==> config.mk <==
export PLATFORM = sky130hd
export DESIGN_NAME = darkaxi_arb_flat
export DESIGN_NICKNAME = d
export VERILOG_FILES = /design/src/rtl/darkaxi_arb_if.sv /design/src/rtl/darkaxi_arb.sv /design/src/flat_wrapper.sv
export SDC_FILE = /design/constraint.sdc
export NUM_CORES = 1
export LEC_CHECK = 0
export BUFFER_PORTS_ARGS = -buffer_cell sky130_fd_sc_hd__buf_2
export CAP_MARGIN = 15
export CORE_AREA = 3 3 212 214
export CTS_CLUSTER_DIAMETER = 60
export DETAILED_ROUTE_END_ITERATION = 8
export DIE_AREA = 0 0 215 217
export GPL_ROUTABILITY_DRIVEN = 0
export PLACE_DENSITY_LB_ADDON = 0.25
export SLEW_MARGIN = 40
export SYNTH_ARGS = -nofsm -noshare
export SYNTH_HDL_FRONTEND = slang
export SYNTH_SLANG_ARGS = --single-unit
==> constraint.sdc <==
create_clock -name CLK -period 8.1 [get_ports CLK]
set_clock_uncertainty 0.1 [all_clocks]
set_input_delay 1.62 -clock CLK [delete_from_list [all_inputs] [get_ports CLK]]
set_output_delay 1.62 -clock CLK [all_outputs]
set_load 0.05 [all_outputs]
==> src/rtl/darkaxi_arb_if.sv <==
// AXI4 bus bundle between darkaxi_arb (Master) and the memory-side slave (Slave).
interface AXI_BUS #(
  parameter int AW = 29,
  parameter int DW = 64,
  parameter int IW = 4
);
  logic [IW-1:0]   awid;
  logic [AW-1:0]   awaddr;
  logic [7:0]      awlen;
  logic [2:0]      awsize;
  logic [1:0]      awburst;
  logic            awlock;
  logic [3:0]      awcache;
  logic [2:0]      awprot;
  logic [3:0]      awqos;
  logic            awvalid;
  logic            awready;
  logic [DW-1:0]   wdata;
  logic [DW/8-1:0] wstrb;
  logic            wlast;
  logic            wvalid;
  logic            wready;
  logic [IW-1:0]   bid;
  logic [1:0]      bresp;
  logic            bvalid;
  logic            bready;
  logic [IW-1:0]   arid;
  logic [AW-1:0]   araddr;
  logic [7:0]      arlen;
  logic [2:0]      arsize;
  logic [1:0]      arburst;
  logic            arlock;
  logic [3:0]      arcache;
  logic [2:0]      arprot;
  logic [3:0]      arqos;
  logic            arvalid;
  logic            arready;
  logic [IW-1:0]   rid;
  logic [DW-1:0]   rdata;
  logic [1:0]      rresp;
  logic            rlast;
  logic            rvalid;
  logic            rready;

  modport Master (
    output awid, awaddr, awlen, awsize, awburst, awlock, awcache, awprot, awqos, awvalid,
    input  awready,
    output wdata, wstrb, wlast, wvalid,
    input  wready,
    input  bid, bresp, bvalid,
    output bready,
    output arid, araddr, arlen, arsize, arburst, arlock, arcache, arprot, arqos, arvalid,
    input  arready,
    input  rid, rdata, rresp, rlast, rvalid,
    output rready
  );

  modport Slave (
    input  awid, awaddr, awlen, awsize, awburst, awlock, awcache, awprot, awqos, awvalid,
    output awready,
    input  wdata, wstrb, wlast, wvalid,
    output wready,
    output bid, bresp, bvalid,
    input  bready,
    input  arid, araddr, arlen, arsize, arburst, arlock, arcache, arprot, arqos, arvalid,
    output arready,
    output rid, rdata, rresp, rlast, rvalid,
    input  rready
  );
endinterface

==> src/rtl/darkaxi_arb.sv <==
// Round-robin fetch/load-store arbiter issuing single-beat 64-bit AXI4 transfers, one at a time.
// Optional watchdog: define DARKAXI_ARB_TIMEOUT_EN to abort stalled transfers after TIMEOUT_CYCLES.
module darkaxi_arb #(
  parameter logic [3:0] ID0            = 4'h0,
  parameter logic [3:0] ID1            = 4'h1,
  parameter logic [7:0] TIMEOUT_CYCLES = 8'd255
) (
  input  logic             CLK,
  input  logic             RES,
  input  logic [1:0]       req,
  input  logic [1:0]       we,
  input  logic [1:0][28:0] addr,
  input  logic [1:0][63:0] wdata,
  input  logic [1:0][7:0]  be,
  output logic [1:0]       ack,
  output logic             err,
  output logic [63:0]      rdata,
  output logic [1:0]       gnt,
  AXI_BUS.Master           axi
);

  typedef enum logic [2:0] {IDLE, RADDR, RDATA, WREQ, WRESP, DONE} state_t;

  state_t       state_q, state_d;
  logic         own_q, own_d;
  logic         last_q, last_d;
  logic         we_q, we_d;
  logic [28:3]  addr_q, addr_d;
  logic [63:0]  wdata_q, wdata_d;
  logic [7:0]   be_q, be_d;
  logic [3:0]   id_q, id_d;
  logic         arvalid_q, arvalid_d;
  logic         awvalid_q, awvalid_d;
  logic         wvalid_q, wvalid_d;
  logic         rready_q, rready_d;
  logic         bready_q, bready_d;
  logic [1:0]   ack_q, ack_d;
  logic         err_q, err_d;
  logic [63:0]  rdata_q, rdata_d;
  logic [1:0]   gnt_q, gnt_d;
  logic         win, aw_ok, w_ok;
`ifdef DARKAXI_ARB_TIMEOUT_EN
  logic [7:0]   cnt_q, cnt_d;
`endif

  always_comb begin
    state_d   = state_q;
    own_d     = own_q;
    last_d    = last_q;
    we_d      = we_q;
    addr_d    = addr_q;
    wdata_d   = wdata_q;
    be_d      = be_q;
    id_d      = id_q;
    arvalid_d = arvalid_q;
    awvalid_d = awvalid_q;
    wvalid_d  = wvalid_q;
    rready_d  = rready_q;
    bready_d  = bready_q;
    ack_d     = 2'b00;
    err_d     = err_q;
    rdata_d   = rdata_q;
    gnt_d     = gnt_q;
    win       = 1'b0;
    aw_ok     = 1'b0;
    w_ok      = 1'b0;
    unique case (state_q)
      IDLE: begin
        if (|req) begin
          // Contention goes to whoever was not served last.
          win     = (req == 2'b11) ? ~last_q : req[1];
          own_d   = win;
          we_d    = we[win];
          addr_d  = addr[win][28:3];
          wdata_d = wdata[win];
          be_d    = be[win];
          id_d    = win ? ID1 : ID0;
          gnt_d   = win ? 2'b10 : 2'b01;
          if (we[win]) begin
            state_d   = WREQ;
            awvalid_d = 1'b1;
            wvalid_d  = 1'b1;
          end else begin
            state_d   = RADDR;
            arvalid_d = 1'b1;
          end
        end
      end
      RADDR: begin
        if (axi.arready) begin
          arvalid_d = 1'b0;
          rready_d  = 1'b1;
          state_d   = RDATA;
        end
      end
      RDATA: begin
        if (axi.rvalid) begin
          rready_d = 1'b0;
          rdata_d  = axi.rdata;
          err_d    = |axi.rresp;
          state_d  = DONE;
        end
      end
      WREQ: begin
        // A lowered valid marks that channel's handshake as already done.
        aw_ok = ~awvalid_q | axi.awready;
        w_ok  = ~wvalid_q | axi.wready;
        if (axi.awready) awvalid_d = 1'b0;
        if (axi.wready)  wvalid_d  = 1'b0;
        if (aw_ok && w_ok) begin
          bready_d = 1'b1;
          state_d  = WRESP;
        end
      end
      WRESP: begin
        if (axi.bvalid) begin
          bready_d = 1'b0;
          err_d    = |axi.bresp;
          state_d  = DONE;
        end
      end
      DONE: begin
        last_d  = own_q;
        state_d = IDLE;
      end
      default: state_d = IDLE;
    endcase

`ifdef DARKAXI_ARB_TIMEOUT_EN
    cnt_d = cnt_q;
    if (state_q inside {RADDR, RDATA, WREQ, WRESP}) begin
      cnt_d = cnt_q + 8'd1;
      if (cnt_d == TIMEOUT_CYCLES && state_d != DONE) begin
        arvalid_d = 1'b0;
        awvalid_d = 1'b0;
        wvalid_d  = 1'b0;
        rready_d  = 1'b0;
        bready_d  = 1'b0;
        err_d     = 1'b1;
        rdata_d   = 64'hDEAD_DEAD_DEAD_DEAD;
        state_d   = DONE;
      end
    end
    if (state_q == IDLE || state_d == DONE) cnt_d = 8'd0;
`else
    // No watchdog: a stalled slave holds the arbiter indefinitely.
`endif

    if (state_q != DONE && state_d == DONE) begin
      ack_d = own_q ? 2'b10 : 2'b01;
      gnt_d = 2'b00;
    end
  end

  always_ff @(posedge CLK or posedge RES) begin
    if (RES) begin
      state_q   <= IDLE;
      own_q     <= 1'b0;
      last_q    <= 1'b1;
      we_q      <= 1'b0;
      addr_q    <= '0;
      wdata_q   <= '0;
      be_q      <= '0;
      id_q      <= '0;
      arvalid_q <= 1'b0;
      awvalid_q <= 1'b0;
      wvalid_q  <= 1'b0;
      rready_q  <= 1'b0;
      bready_q  <= 1'b0;
      ack_q     <= 2'b00;
      err_q     <= 1'b0;
      rdata_q   <= '0;
      gnt_q     <= 2'b00;
`ifdef DARKAXI_ARB_TIMEOUT_EN
      cnt_q     <= 8'd0;
`endif
    end else begin
      state_q   <= state_d;
      own_q     <= own_d;
      last_q    <= last_d;
      we_q      <= we_d;
      addr_q    <= addr_d;
      wdata_q   <= wdata_d;
      be_q      <= be_d;
      id_q      <= id_d;
      arvalid_q <= arvalid_d;
      awvalid_q <= awvalid_d;
      wvalid_q  <= wvalid_d;
      rready_q  <= rready_d;
      bready_q  <= bready_d;
      ack_q     <= ack_d;
      err_q     <= err_d;
      rdata_q   <= rdata_d;
      gnt_q     <= gnt_d;
`ifdef DARKAXI_ARB_TIMEOUT_EN
      cnt_q     <= cnt_d;
`endif
    end
  end

  assign ack   = ack_q;
  assign err   = err_q;
  assign rdata = rdata_q;
  assign gnt   = gnt_q;

  assign axi.awid    = id_q;
  assign axi.awaddr  = {addr_q, 3'b000};
  assign axi.awlen   = 8'd0;
  assign axi.awsize  = 3'b011;
  assign axi.awburst = 2'b01;
  assign axi.awlock  = 1'b0;
  assign axi.awcache = 4'b0011;
  assign axi.awprot  = {~own_q, 2'b00};
  assign axi.awqos   = 4'd0;
  assign axi.awvalid = awvalid_q;
  assign axi.wdata   = wdata_q;
  assign axi.wstrb   = be_q;
  assign axi.wlast   = 1'b1;
  assign axi.wvalid  = wvalid_q;
  assign axi.bready  = bready_q;
  assign axi.arid    = id_q;
  assign axi.araddr  = {addr_q, 3'b000};
  assign axi.arlen   = 8'd0;
  assign axi.arsize  = 3'b011;
  assign axi.arburst = 2'b01;
  assign axi.arlock  = 1'b0;
  assign axi.arcache = 4'b0011;
  assign axi.arprot  = {~own_q, 2'b00};
  assign axi.arqos   = 4'd0;
  assign axi.arvalid = arvalid_q;
  assign axi.rready  = rready_q;

endmodule
==> src/flat_wrapper.sv <==
// flat-port wrapper written by rule: the top's interface ports become plain ports
module darkaxi_arb_flat 
#(
  parameter logic [3:0] ID0            = 4'h0,
  parameter logic [3:0] ID1            = 4'h1,
  parameter logic [7:0] TIMEOUT_CYCLES = 8'd255
)
  (CLK, RES, req, we, addr, wdata, be, ack, err, rdata, gnt, axi_awid, axi_awaddr, axi_awlen, axi_awsize, axi_awburst, axi_awlock, axi_awcache, axi_awprot, axi_awqos, axi_awvalid, axi_awready, axi_wdata, axi_wstrb, axi_wlast, axi_wvalid, axi_wready, axi_bid, axi_bresp, axi_bvalid, axi_bready, axi_arid, axi_araddr, axi_arlen, axi_arsize, axi_arburst, axi_arlock, axi_arcache, axi_arprot, axi_arqos, axi_arvalid, axi_arready, axi_rid, axi_rdata, axi_rresp, axi_rlast, axi_rvalid, axi_rready);
  AXI_BUS axi_i ();
  input  logic CLK;
  input  logic RES;
  input  logic [1:0] req;
  input  logic [1:0] we;
  input  logic [1:0][28:0] addr;
  input  logic [1:0][63:0] wdata;
  input  logic [1:0][7:0] be;
  output logic [1:0] ack;
  output logic err;
  output logic [63:0] rdata;
  output logic [1:0] gnt;
  output wire logic [$bits(axi_i.awid)-1:0] axi_awid;
  output wire logic [$bits(axi_i.awaddr)-1:0] axi_awaddr;
  output wire logic [$bits(axi_i.awlen)-1:0] axi_awlen;
  output wire logic [$bits(axi_i.awsize)-1:0] axi_awsize;
  output wire logic [$bits(axi_i.awburst)-1:0] axi_awburst;
  output wire logic [$bits(axi_i.awlock)-1:0] axi_awlock;
  output wire logic [$bits(axi_i.awcache)-1:0] axi_awcache;
  output wire logic [$bits(axi_i.awprot)-1:0] axi_awprot;
  output wire logic [$bits(axi_i.awqos)-1:0] axi_awqos;
  output wire logic [$bits(axi_i.awvalid)-1:0] axi_awvalid;
  input wire logic [$bits(axi_i.awready)-1:0] axi_awready;
  output wire logic [$bits(axi_i.wdata)-1:0] axi_wdata;
  output wire logic [$bits(axi_i.wstrb)-1:0] axi_wstrb;
  output wire logic [$bits(axi_i.wlast)-1:0] axi_wlast;
  output wire logic [$bits(axi_i.wvalid)-1:0] axi_wvalid;
  input wire logic [$bits(axi_i.wready)-1:0] axi_wready;
  input wire logic [$bits(axi_i.bid)-1:0] axi_bid;
  input wire logic [$bits(axi_i.bresp)-1:0] axi_bresp;
  input wire logic [$bits(axi_i.bvalid)-1:0] axi_bvalid;
  output wire logic [$bits(axi_i.bready)-1:0] axi_bready;
  output wire logic [$bits(axi_i.arid)-1:0] axi_arid;
  output wire logic [$bits(axi_i.araddr)-1:0] axi_araddr;
  output wire logic [$bits(axi_i.arlen)-1:0] axi_arlen;
  output wire logic [$bits(axi_i.arsize)-1:0] axi_arsize;
  output wire logic [$bits(axi_i.arburst)-1:0] axi_arburst;
  output wire logic [$bits(axi_i.arlock)-1:0] axi_arlock;
  output wire logic [$bits(axi_i.arcache)-1:0] axi_arcache;
  output wire logic [$bits(axi_i.arprot)-1:0] axi_arprot;
  output wire logic [$bits(axi_i.arqos)-1:0] axi_arqos;
  output wire logic [$bits(axi_i.arvalid)-1:0] axi_arvalid;
  input wire logic [$bits(axi_i.arready)-1:0] axi_arready;
  input wire logic [$bits(axi_i.rid)-1:0] axi_rid;
  input wire logic [$bits(axi_i.rdata)-1:0] axi_rdata;
  input wire logic [$bits(axi_i.rresp)-1:0] axi_rresp;
  input wire logic [$bits(axi_i.rlast)-1:0] axi_rlast;
  input wire logic [$bits(axi_i.rvalid)-1:0] axi_rvalid;
  output wire logic [$bits(axi_i.rready)-1:0] axi_rready;
  assign axi_awid = axi_i.awid;
  assign axi_awaddr = axi_i.awaddr;
  assign axi_awlen = axi_i.awlen;
  assign axi_awsize = axi_i.awsize;
  assign axi_awburst = axi_i.awburst;
  assign axi_awlock = axi_i.awlock;
  assign axi_awcache = axi_i.awcache;
  assign axi_awprot = axi_i.awprot;
  assign axi_awqos = axi_i.awqos;
  assign axi_awvalid = axi_i.awvalid;
  assign axi_i.awready = axi_awready;
  assign axi_wdata = axi_i.wdata;
  assign axi_wstrb = axi_i.wstrb;
  assign axi_wlast = axi_i.wlast;
  assign axi_wvalid = axi_i.wvalid;
  assign axi_i.wready = axi_wready;
  assign axi_i.bid = axi_bid;
  assign axi_i.bresp = axi_bresp;
  assign axi_i.bvalid = axi_bvalid;
  assign axi_bready = axi_i.bready;
  assign axi_arid = axi_i.arid;
  assign axi_araddr = axi_i.araddr;
  assign axi_arlen = axi_i.arlen;
  assign axi_arsize = axi_i.arsize;
  assign axi_arburst = axi_i.arburst;
  assign axi_arlock = axi_i.arlock;
  assign axi_arcache = axi_i.arcache;
  assign axi_arprot = axi_i.arprot;
  assign axi_arqos = axi_i.arqos;
  assign axi_arvalid = axi_i.arvalid;
  assign axi_i.arready = axi_arready;
  assign axi_i.rid = axi_rid;
  assign axi_i.rdata = axi_rdata;
  assign axi_i.rresp = axi_rresp;
  assign axi_i.rlast = axi_rlast;
  assign axi_i.rvalid = axi_rvalid;
  assign axi_rready = axi_i.rready;
  darkaxi_arb #(.ID0(ID0), .ID1(ID1), .TIMEOUT_CYCLES(TIMEOUT_CYCLES)) u_core (.CLK(CLK), .RES(RES), .req(req), .we(we), .addr(addr), .wdata(wdata), .be(be), .ack(ack), .err(err), .rdata(rdata), .gnt(gnt), .axi(axi_i));
endmodule
======== Yosys cells after proc, flatten, opt, wreduce, memory -nomap -nowiden ========
Cells that the tools add are included.
operators by class
  $lt $le $gt $ge ......................... 1
  equal/unequal tests ..................... 17
  multiplexer cells ....................... 42
  bitwise gates (word level) .............. 6
  reductions and logical operators ........ 22
operators by type and width
  cell                number
  $mux 64             2
  $mux 29             2
  $mux 1              17
  $mux 8              2
  $mux 3              5
  $pmux 3 s5          1
  $mux 2              7
  $reduce_bool 2->1   7
  $ne 2x2->1 const B  6
  $pmux 1 s2          6
  $reduce_and 4->1    3
  $eq 3x3->1 const B  3
  $reduce_and 3->1    3
  $eq 3x2->1 const B  2
  $ne 2x1->1 const B  3
  $reduce_and 2->1    3
  $reduce_or 2->1     3
  $not 1->1           4
  $eq 3x1->1 const B  1
  $logic_not 3->1     1
  $ne 3x3->1 const B  1
  $eq 2x2->1 const B  1
  $logic_and 1x1->1   2
  $lt 1x2->1 const B  1
  $or 1x1->1          2
word-level totals
  bits in registers ....................... 181
  input port bits ......................... 290
  word-level logic and storage cells ...... 104

======== Depth between registers and ports, before layout ========
  depth in word-level cells ............... 11
  depth in mapped cells ................... 6

======== Least setup slack after synthesis ========
Ideal clock, no wire load.
  path type ............................... input to register
  from .................................... in req[1]
  to ...................................... reg u_core.addr_q[10] (netlist name)
  setup time .............................. 0.125 ns
  arrival time ............................ 2.747 ns
  slack ................................... 5.128 ns
  stages .................................. 4
  path buffers ............................ 1
  path through ............................ a21boi_1 clkbuf_1 mux2_2 mux2_4
on the way
  longest elaborated chain between the ends .. 4
  elaborated cells between the ends (all ways) .. 6
  classes of those cells .................. 1 x eq/ne; 3 x mux; 2 x reduce/logical
ends and longest elaborated chain
  item                                        line                source
  start, declared                             flat_wrapper.sv:12  input logic [1:0] req;
  $eq 2x2->1                                  darkaxi_arb.sv:71   win = (req == 2'b11) ? ~last_q : req[1];
  $mux 1                                      darkaxi_arb.sv:71
  $mux 29 (implied by the code) (2 in a row)  darkaxi_arb.sv:74   addr_d = addr[win][28:3];
  end signal, assigned                        darkaxi_arb.sv:182  addr_q <= addr_d;
  end, declared                               darkaxi_arb.sv:28   logic [28:3] addr_q, addr_d;
Parallel ways exist; a longest one is shown, timed or not. The select of a mux whose other input is x is not followed.
A chain may end at the register's enable or synchronous reset.

======== Worst setup path in the final report ========
  from .................................... in req[0]
  to ...................................... reg u_core.wdata_q[13] (netlist: u_core.axi.wdata[13])
on the way
  longest elaborated chain between the ends .. 4
  elaborated cells between the ends (all ways) .. 6
  classes of those cells .................. 1 x eq/ne; 3 x mux; 2 x reduce/logical
ends and longest elaborated chain
  item                                        line                source
  $eq 2x2->1                                  darkaxi_arb.sv:71
  $mux 1                                      darkaxi_arb.sv:71
  $mux 64 (implied by the code) (2 in a row)  darkaxi_arb.sv:75   wdata_d = wdata[win];
  end signal, assigned                        darkaxi_arb.sv:183  wdata_q <= wdata_d;
  end, declared                               darkaxi_arb.sv:29   logic [63:0] wdata_q, wdata_d;
Parallel ways exist; a longest one is shown, timed or not. The select of a mux whose other input is x is not followed.

==> summary.txt <==
Worst Setup Start Kind - input pin
post-route minimum period - 3.417 ns
Non-Filler Instances - 1656
P_int - 2.968 mW
Avg Cell Area, Syn - 14.52 sq um
Root Driver - clkbuf_16
met3 Track Usage GR - 0.03323
Cell Pwr Density - 505.4 nW/um^2
total detailed-routing wirelength - 24750 um
WS Path Type - in -> reg
initial core utilization - 0.2097
hold-critical path depth - 1
largest family of logic cells by synthesized area - multiplexers
sw power - 3.186 mW
worst-path maximum fanout - 75
I/O Pins - 553
clock latency on the worst-skew pair - 0.45 ns
area leader, netlist - dfrtp_1
initial antenna violation count - 0
grt ovf - 0
max-cap violations - 0
R2R Setup Slk - 5.41 ns
Die ar. - 46660 sq um
drt wl/cell - 14.95 um
Antenna Violating Nets Remaining - 0
CP endpoint kind - register
worst reg2reg startpoint - u_core.state_q[1]
Area Overhead vs Synth - 34.81%
Vias - 6082
max frequency - 0.2927 GHz
CTS tree - yes
Max clock buf depth - 2
CTS Buf Count - 17
global-route wire length before repair - 37680 um
Synth top area share - 0.4876
chip width - 215 um
Clock power frac - 0.142
post-synthesis mux area share - 0.3683
flops & latches, synth - 177
post-synthesis simple-gate area fraction - 0.01829
Critical path destination - u_core.axi.wdata[13]
post-CTS setup buffers - 0
Synth Area in Compound Gates - 0.01745
Min-Delay Path Class - reg -> reg
GR peak layer - met2
Max VDD drop - 370.1 uV
RSZ-0062 raised after global routing - no
xor and xnor area share after synthesis - 0
CORE AREA - 43080 sq um
Pleak - 6.079 nW
largest net degree at the start of global routing - 102
vias in the first global route - 6440
# nets final - 1348
hpwl dp - 19210 um
DRC - 0
Via density - 3.673
reg-to-reg endpoint - u_core.axi.wdata[13]
Post-Syn Instances - 622
Worst-path clk slew - 0.06 ns
Total Power - 6.154 mW
Critical Path RT - 8.33 ns
status - finished, final reports clean
Final Hold Fails - 0
yosys warns - 0
initial DRC count - 248
global-route met2 utilization - 0.1777
final setup violation count - 0
GRT Total Usage - 0.1044
Comb pwr share - 0.598
Reg power frac - 0.261
Inst Count DP - 1624
leading post-synthesis cells by cell area - dfrtp_1 (49%), mux2_4 (16%), mux2_2 (12%)
share of post-route cells with drive strength above 1 - 0.6657
First-pass DRT Iterations - 4
final period utilization - 0.4218
Slew @ Worst Pin - 0.7294 ns
Clock Sinks - 177
I/O Buffers - 476
post-cts resize count - 0
final setup margin - 4.683 ns
post-synthesis cell type count - 36
Core Util, Final - 0.2827
area share of fa/ha/maj cells after synthesis - 0
GR Util met1 - 0.1228
setup TNS - 0 ns
netlist area before placement - 9032 sq um
pre-CTS setup slack - 4.226 ns
worst relative slew slack - 0.5137
crit path from - req[0]
Die Ht - 217 um
htree depth - 4
# rows - 76
Arr. time, crit path - 3.64 ns
final-report max-slew violation count - 0
sw frac - 0.5177
antenna cells - 0
Reg2Reg Depth - 4
post-synthesis sequential area ratio - 0.4905
# hold bufs at CTS - 0
[layout make-up]
type                            count  area, sq um
Fill cell                        4482        30900
Inverter                            6        27.53
Clock buffer                       24        491.7
Tap cell                          585        732.0
Clock inverter                      8        126.4
Sequential cell                   177         4431
Multi-Input combinational cell    375         3900
Timing Repair Buffer              481         2469
[cells by family after synthesis]
group,after synthesis
AOI/OAI and AO/OA,23
buffers and inverters,129
DFF,177
muxes,263
other,2
and+or+nand+nor,28
[metrics by stage]
step	hold slack, ns	cell area (sq um)
after floorplan	0.3576	9254
after global placement	0.3649	11540
after detailed placement	0.3691	11560
after CTS	0.3849	12180
after global routing	0.3932	12180
final	0.3772	12180
[how the worst min path moves through the flow]
stage	from	to	slack, ns
floorplan	u_core.last_q	u_core.last_q	0.36
global placement	u_core.rdata[63]	u_core.rdata[63]	0.36
detailed placement	u_core.rdata[30]	u_core.rdata[30]	0.37
CTS	u_core.rdata[30]	u_core.rdata[30]	0.38
global route	u_core.rdata[61]	u_core.rdata[61]	0.39
finish	u_core.rdata[4]	u_core.rdata[4]	0.38
[power by group through the flow]
stage | clock network, mW | registers, mW | logic, mW
after floorplan | 0 | 3.12 | 1.52
after global placement | 0 | 1.61 | 3.71
after detailed placement | 0 | 1.61 | 3.72
after CTS | 0.915 | 1.61 | 3.72
after global routing | 0.944 | 1.68 | 3.83
final | 0.872 | 1.60 | 3.68
[registers in the layout (all words and copies together) (netlist names)]
name and count:
u_core.axi.awvalid 1, u_core.axi.arvalid 1, u_core.gnt 2, u_core.axi.wvalid 1
u_core.ack 2, u_core.axi.wdata 64, u_core.axi.rready 1, u_core.state_q 3
u_core.addr_q 26, u_core.last_q 1, u_core.axi.arid 1, u_core.axi.bready 1
u_core.axi.wstrb 8, u_core.err 1, u_core.rdata 64
[critical path, cell delays in order]
cell	delay, ns
buf_2	0.11
or2_0	0.32
and2_4	0.59
buf_12	0.49
mux2_4	0.36
[cells in the mapped netlist, drive strengths merged]
| cell type | count |
|---|---|
| clkbuf | 2 |
| a21o | 3 |
| o2bb2ai | 1 |
| or2 | 1 |
| a31oi | 1 |
| dfstp | 1 |
| o21ai | 5 |
| a21oi | 4 |
| nand2b | 4 |
| mux2i | 2 |
| a21bo | 1 |
| nor2b | 2 |
| nand3b | 4 |
| conb | 2 |
| nor2 | 5 |
| nand3 | 2 |
| a211oi | 2 |
| o221ai | 1 |
| o22a | 1 |
| buf | 121 |
| a21boi | 1 |
| o211ai | 1 |
| o31a | 1 |
| dfrtp | 176 |
| nor3 | 1 |
| nand2 | 5 |
| and2 | 3 |
| o32ai | 1 |
| or3b | 1 |
| mux2 | 261 |
| inv | 6 |
[per-layer routing]
| metal | share of wire | up-vias |
|---|---|---|
| li1 | - | 2887 |
| met1 | 0.40 | 2896 |
| met2 | 0.50 | 271 |
| met3 | 0.071 | 28 |
| met4 | 0.021 | 0 |
| met5 | 0 | - |
[layout by cell type (no fill, tap or decap), types with 2 or more instances in the layout]
| master | count |
|---|---|
| nand2b_1 | 4 |
| nor2_1 | 5 |
| o21ai_0 | 3 |
| clkbuf_16 | 17 |
| a21o_1 | 3 |
| and2_1 | 2 |
| buf_12 | 3 |
| clkinv_2 | 2 |
| o21ai_1 | 2 |
| clkbuf_1 | 3 |
| clkinv_4 | 2 |
| nand2_1 | 5 |
| buf_2 | 476 |
| mux2i_1 | 2 |
| mux2_2 | 98 |
| mux2_1 | 65 |
| mux2_4 | 98 |
| dfrtp_1 | 176 |
| nand3b_1 | 4 |
| conb_1 | 61 |
| a211oi_1 | 2 |
| bufinv_16 | 3 |
| inv_1 | 5 |
| inv_6 | 2 |
| nand3_1 | 2 |
| a21oi_1 | 4 |
| clkbuf_8 | 4 |
Power figures use the tool's default switching activity.
